**src/rtl/step_pkg.sv**
```systemverilog
// step_pkg: shared state/owner encodings and timing defaults for the step scheduler.
package step_pkg;
  typedef enum logic [1:0] {ST_IDLE, ST_DIR_SETUP, ST_STEP_HI, ST_STEP_LO} state_e;
  typedef enum logic [1:0] {OWN_NONE = 2'd0, OWN_TRK = 2'd1, OWN_MAN = 2'd2} owner_e;
  localparam int DEF_WIDTH_WORK    = 16;
  localparam int DEF_PULSE_HI_CYC  = 100;
  localparam int DEF_DIR_SETUP_CYC = 250;
  localparam int DEF_MIN_PERIOD    = 500;
endpackage

```
**src/rtl/step_timer.sv**
```systemverilog
// step_timer: loadable phase down-counter that stops at zero and flags it.
module step_timer
  import step_pkg::*;
#(
  parameter int W = DEF_WIDTH_WORK
) (
  input  logic         clk,
  input  logic         rst,
  input  logic         load_i,
  input  logic [W-1:0] val_i,
  output logic         zero_o
);
  logic [W-1:0] cnt_q, cnt_d;
  always_comb cnt_d = load_i ? val_i : (cnt_q != '0 ? cnt_q - W'(1) : cnt_q);
  always_ff @(posedge clk or posedge rst) begin
    if (rst) cnt_q <= '0;
    else     cnt_q <= cnt_d;
  end
  assign zero_o = cnt_q == '0;
endmodule

```
**src/rtl/step_sched.sv**
```systemverilog
// step_sched: arbitrates a tracking and a manual requester onto one step/dir driver,
// with dir setup time, fixed pulse width and clamped step period.
module step_sched
  import step_pkg::*;
#(
  parameter int WIDTH_WORK    = DEF_WIDTH_WORK,
  parameter int PULSE_HI_CYC  = DEF_PULSE_HI_CYC,
  parameter int DIR_SETUP_CYC = DEF_DIR_SETUP_CYC,
  parameter int MIN_PERIOD    = DEF_MIN_PERIOD
) (
  input  logic                  clk,
  input  logic                  rst,
  input  logic                  trk_en,
  input  logic                  trk_dir,
  input  logic [WIDTH_WORK-1:0] trk_period,
  input  logic                  man_req,
  input  logic                  man_dir,
  input  logic [WIDTH_WORK-1:0] man_period,
  input  logic [WIDTH_WORK-1:0] man_steps,
  output logic                  man_busy,
  output logic                  man_done,
  output logic                  step,
  output logic                  dir,
  output logic                  drv_enable,
  output logic [1:0]            owner,
  output logic [WIDTH_WORK-1:0] step_cnt
);
  localparam logic [WIDTH_WORK-1:0] MIN_P    = WIDTH_WORK'(MIN_PERIOD);
  localparam logic [WIDTH_WORK-1:0] SETUP_LD = WIDTH_WORK'(DIR_SETUP_CYC - 1);
  localparam logic [WIDTH_WORK-1:0] HI_LD    = WIDTH_WORK'(PULSE_HI_CYC - 1);
  localparam logic [WIDTH_WORK-1:0] LO_OFS   = WIDTH_WORK'(PULSE_HI_CYC + 1);
  state_e state_q, state_d;
  owner_e owner_q, owner_d, req_own;
  logic dir_q, dir_d, pend_q, pend_d, pdir_q, pdir_d, busy_q, busy_d;
  logic done_q, done_d, step_q, step_d, drv_q, drv_d;
  logic [WIDTH_WORK-1:0] per_q, per_d, rem_q, rem_d, pper_q, pper_d;
  logic [WIDTH_WORK-1:0] psteps_q, psteps_d, cnt_q, cnt_d, req_per, t_val;
  logic man_cont, req_dir, lo_end, arb, same, finish, accept, hi_entry, t_load, t_zero;
  function automatic logic [WIDTH_WORK-1:0] clamp(input logic [WIDTH_WORK-1:0] p);
    return p < MIN_P ? MIN_P : p;
  endfunction
  // A manual move with steps left keeps the driver; otherwise pending manual beats tracking.
  assign man_cont = owner_q == OWN_MAN && rem_q != '0;
  assign req_own  = (man_cont || pend_q) ? OWN_MAN : trk_en ? OWN_TRK : OWN_NONE;
  assign req_dir  = man_cont ? dir_q : pend_q ? pdir_q : trk_dir;
  assign req_per  = man_cont ? per_q : clamp(pend_q ? pper_q : trk_period);
  assign lo_end   = state_q == ST_STEP_LO && t_zero;
  assign arb      = state_q == ST_IDLE || lo_end;
  assign same     = lo_end && req_own == owner_q && req_dir == dir_q;
  assign finish   = lo_end && owner_q == OWN_MAN && rem_q == '0;
  assign accept   = man_req && !busy_q;
  assign hi_entry = state_d == ST_STEP_HI && state_q != ST_STEP_HI;
  assign t_load   = state_d != state_q;
  assign t_val    = state_d == ST_DIR_SETUP ? SETUP_LD : state_d == ST_STEP_HI ? HI_LD : per_q - LO_OFS;
  step_timer #(.W(WIDTH_WORK)) u_timer (
    .clk    (clk),
    .rst    (rst),
    .load_i (t_load),
    .val_i  (t_val),
    .zero_o (t_zero)
  );
  always_comb begin
    state_d = state_q;
    case (state_q)
      ST_IDLE:      state_d = req_own != OWN_NONE ? ST_DIR_SETUP : ST_IDLE;
      ST_DIR_SETUP: state_d = t_zero ? ST_STEP_HI : ST_DIR_SETUP;
      ST_STEP_HI:   state_d = t_zero ? ST_STEP_LO : ST_STEP_HI;
      default:      state_d = !t_zero ? ST_STEP_LO : req_own == OWN_NONE ? ST_IDLE : same ? ST_STEP_HI : ST_DIR_SETUP;
    endcase
  end
  always_comb begin
    owner_d  = arb ? req_own : owner_q;
    dir_d    = arb && req_own != OWN_NONE ? req_dir : dir_q;
    per_d    = arb && req_own != OWN_NONE ? req_per : per_q;
    rem_d    = hi_entry && owner_q == OWN_MAN ? rem_q - WIDTH_WORK'(1) : rem_q;
    pend_d   = pend_q;
    if (arb && pend_q && !man_cont) begin
      rem_d  = psteps_q;
      pend_d = 1'b0;
    end
    if (accept && man_steps != '0) pend_d = 1'b1;
    pdir_d   = accept ? man_dir : pdir_q;
    pper_d   = accept ? man_period : pper_q;
    psteps_d = accept ? man_steps : psteps_q;
    busy_d   = finish ? 1'b0 : (accept && man_steps != '0) ? 1'b1 : busy_q;
    done_d   = finish || (accept && man_steps == '0);
    step_d   = state_d == ST_STEP_HI;
    drv_d    = state_d != ST_IDLE;
    cnt_d    = hi_entry ? cnt_q + WIDTH_WORK'(1) : cnt_q;
  end
  always_ff @(posedge clk or posedge rst) begin
    if (rst) state_q <= ST_IDLE;
    else     state_q <= state_d;
  end
  always_ff @(posedge clk or posedge rst) begin
    if (rst) begin
      owner_q  <= OWN_NONE;
      dir_q    <= 1'b0;
      per_q    <= '0;
      rem_q    <= '0;
      pend_q   <= 1'b0;
      pdir_q   <= 1'b0;
      pper_q   <= '0;
      psteps_q <= '0;
      busy_q   <= 1'b0;
      done_q   <= 1'b0;
      step_q   <= 1'b0;
      drv_q    <= 1'b0;
      cnt_q    <= '0;
    end else begin
      owner_q  <= owner_d;
      dir_q    <= dir_d;
      per_q    <= per_d;
      rem_q    <= rem_d;
      pend_q   <= pend_d;
      pdir_q   <= pdir_d;
      pper_q   <= pper_d;
      psteps_q <= psteps_d;
      busy_q   <= busy_d;
      done_q   <= done_d;
      step_q   <= step_d;
      drv_q    <= drv_d;
      cnt_q    <= cnt_d;
    end
  end
  assign man_busy   = busy_q;
  assign man_done   = done_q;
  assign step       = step_q;
  assign dir        = dir_q;
  assign drv_enable = drv_q;
  assign owner      = owner_q;
  assign step_cnt   = cnt_q;
endmodule
```
**config.mk**
```make
export PLATFORM = sky130hd
export DESIGN_NAME = step_sched
export DESIGN_NICKNAME = d
export VERILOG_FILES = /design/src/rtl/step_pkg.sv /design/src/rtl/step_timer.sv /design/src/rtl/step_sched.sv
export SDC_FILE = /design/constraint.sdc
export NUM_CORES = 1
export LEC_CHECK = 0
export ABC_CLOCK_PERIOD_IN_PS = 3200
export CORE_UTILIZATION = 64
export DETAILED_ROUTE_END_ITERATION = 16
export DONT_BUFFER_PORTS = 1
export PLACE_DENSITY = 0.8
export SYNTH_ARGS = -nofsm -noshare
export SYNTH_HDL_FRONTEND = slang
export SYNTH_SLANG_ARGS = --single-unit
```
**constraint.sdc**
```tcl
create_clock -name clk -period 3.2 [get_ports clk]
set_input_delay 0 -clock clk [delete_from_list [all_inputs] [get_ports clk]]
set_output_delay 0 -clock clk [all_outputs]
set_load 0.03 [all_outputs]
```
==> metrics <==
ANT cells 0; drt first pass iters 5; starting density of the core 0.671; register area roughly 2700 um^2; Cell variety after synth 56; GP Congestion around 0.96; Max FO, Critical Path 22; Mapped Area ~5600 um^2; Final Cycle Share 0.913; pin count of the biggest net entering global routing 80; area of the multi-input gates around 2800 um^2; initial antenna violation count 0; Synth area leaders dfrtp_1 (48%), mux2_2 (6.6%), xnor2_1 (6.0%), nand2_1 (3.4%), nor2_1 (2.8%); r2r startpoint rem_q[0]; clk root buf clkbuf_8; area of the core approximately 8300 um^2; synth cell count leaders dfrtp_1 (107), nand2_1 (50), nor2_1 (42); vias in the first global route approximately 4.6k; CTS tree done; Critical path origin rem_q[0]; WHS roughly 0.074 ns; routed len/inst about 20 um; slowest stage delay, CP 0.52 ns; worst flop-to-flop path endpoint rem_q[15]; Rows 33; Final Hold Viols 0; GRT Util Overall 0.341; Via density 6.47; Post-Route WL about 14 mm; Crit. path cell count 9; ys async rst share 1.00; syn avg cell area about 10 um^2; clock sinks 107; Pins Over Slew Limit 0; global-route wire length before repair 23.3 mm; latest clock arrival within the worst-skew pair 0.38 ns; area grow syn2layout 15.7%; Post-CTS Setup Bufs 0; Worst Skew about 0.019 ns; maximum clock rate 342 MHz; Power Dens Cells 391 nW/um^2; most common cell in the netlist dfrtp_1; post-synth top area cell dfrtp_1; Die Ht between 90 and 100 um; Num CTS Buffers 9; Initial DRC Count roughly 350; Post-Syn Instances between 500 and 600; Worst path top cell family by delay simple AND/OR/NAND/NOR gates; Hold Crit Class in2reg; clk buf depth 2; ratio of cells with drive above 1 in the final layout 0.135; Critical Path AT about 3.2 ns; Rel. slew slack 0.234; Post-layout nets about 660; Filler Cell Count between 400 and 500; Leak about 2.6 nW; required time of the critical path around 3.5 ns; sequential fraction of the synthesis area 0.479; MaxCap Viol Count 0; setup violators final 0; final setup TNS 0 ns; end point of the critical path rem_q[15]; Vias 4617; Worst setup EP type register; drt drc 0; syn_nets just over 600; reg-to-reg slack, setup approximately 0.28 ns; Tmin final 2.92 ns; prevailing post-synth register cell dfrtp_1; Max H-tree Level 3; Yosys Warn Count 0; DIE WIDTH 95.5 um; Top-Level Pins just under 80; post-route ant nets 0; Post-synth EDFFs 0; Peak supply drop 0.000275 V; Least-Margin Pin Slew 1.14 ns; worst path cell trace inv_1 -> ha_1 -> or4b_1 -> or4_1 -> nand2_1 -> o211ai_1 -> buf_4 -> nor2_1 -> a21oi_1; total power between 2 and 3 mW; die area 9120 um^2; input/output buffers 0; RSZ-0062 raised after global routing no; Reg2Reg Depth 9; Crit Path Class reg2reg; dpl hpwl around 8.7 mm; register bit count reported by yosys roughly 110; grt total ovfl 0; status finished clean; Critical Path Start Type register; CP Buf/Inv Count 2; Reg clk slew, reported paths around 0.11 ns; top cell type's share of synthesized area 0.479; Crit-path slowest cell or4b_1
[worst min-delay path by stage]
stage / start / to / slack (ns) / cells after the start
floorplan: trk_en / owner[0] / 0.13 / 1
global placement: trk_en / owner[0] / 0.14 / 1
detailed placement: rst / step / 0.15 / 1
CTS: trk_en / per_q[2] / 0.05 / 2
global route: trk_en / per_q[2] / 0.12 / 2
finish: trk_en / per_q[2] / 0.07 / 3
[registers in the layout (all words and copies together), names as in the netlist, 2 cells and up]
signal	cells
owner	2
per_q	16
pper_q	16
psteps_q	16
rem_q	16
state_q	2
step_cnt	16
u_timer.cnt_q	16
[report_power, final]
part	internal, mW	switching (mW)	total, mW
Combinational	0.107	0.0960	0.203
Clock	0.376	0.500	0.876
Sequential	1.40	0.0474	1.45
Total	1.88	0.644	2.53
[worst register-to-register path, delay by kind of cell, from the launching register on]
family / cells / cell delay (ns)
fa+ha+maj: 1 / 0.15
buf+inv: 2 / 0.41
simple gates: 4 / 1.41
flops: 1 / 0.43
compound gates: 2 / 0.41
[per-layer routing]
| metal | track usage | wire length [um] | up-vias |
|---|---|---|---|
| met2 | 0.548 | 6900 | 278 |
| met3 | 0.0837 | 1340 | 53 |
| li1 | - | - | 2103 |
| met5 | 0 | 0 | - |
| met4 | 0.144 | 409 | 0 |
| met1 | 0.441 | 5770 | 2183 |
[what timing repair did]
action | 4_1_cts | 5_1_grt
resized for setup | 0 | 0
endpoints found under the hold margin | 130 | 0
hold buffers | 53 | 0
[stage by stage]
stage	instances	cell area, um^2	setup WS, ns	util
finish	714	6470	0.278	0.776
global route	714	6470	0.125	0.776
CTS	714	6470	0.410	0.776
detailed placement	645	5730	0.427	0.687
global placement	645	5730	0.498	0.687
floorplan	549	5590	0.383	-
[cell usage in the layout, fill, tap and decap left out, types with 13 or more instances in the layout]
cell,instances
nand3_1,21
nand2_1,50
xnor2_1,38
mux2_2,33
dlygate4sd3_1,53
nor2_1,42
o21ai_1,21
buf_4,14
a21oi_1,23
dfrtp_1,107
xor2_1,13
[layout make-up]
cell class	instances	area share
Multi-Input combinational cell	406	0.427
Sequential cell	107	0.414
Timing Repair Buffer	67	0.0983
Tap cell	105	0.0203
Clock buffer	9	0.0191
Clock inverter	7	0.0132
Inverter	13	0.00793
[cell families (layout without fill, tap and decap cells)]
logic type / Yosys count / count (layout) / share of synthesized area
simple gates: 193 / 193 / 0.185
mux: 46 / 46 / 0.0899
compound gates: 111 / 111 / 0.128
buf+inv: 36 / 96 / 0.0275
fa+ha+maj: 5 / 5 / 0.0112
xor+xnor: 51 / 51 / 0.0799
flops: 107 / 107 / 0.479
(Power assumes the default switching activity.)
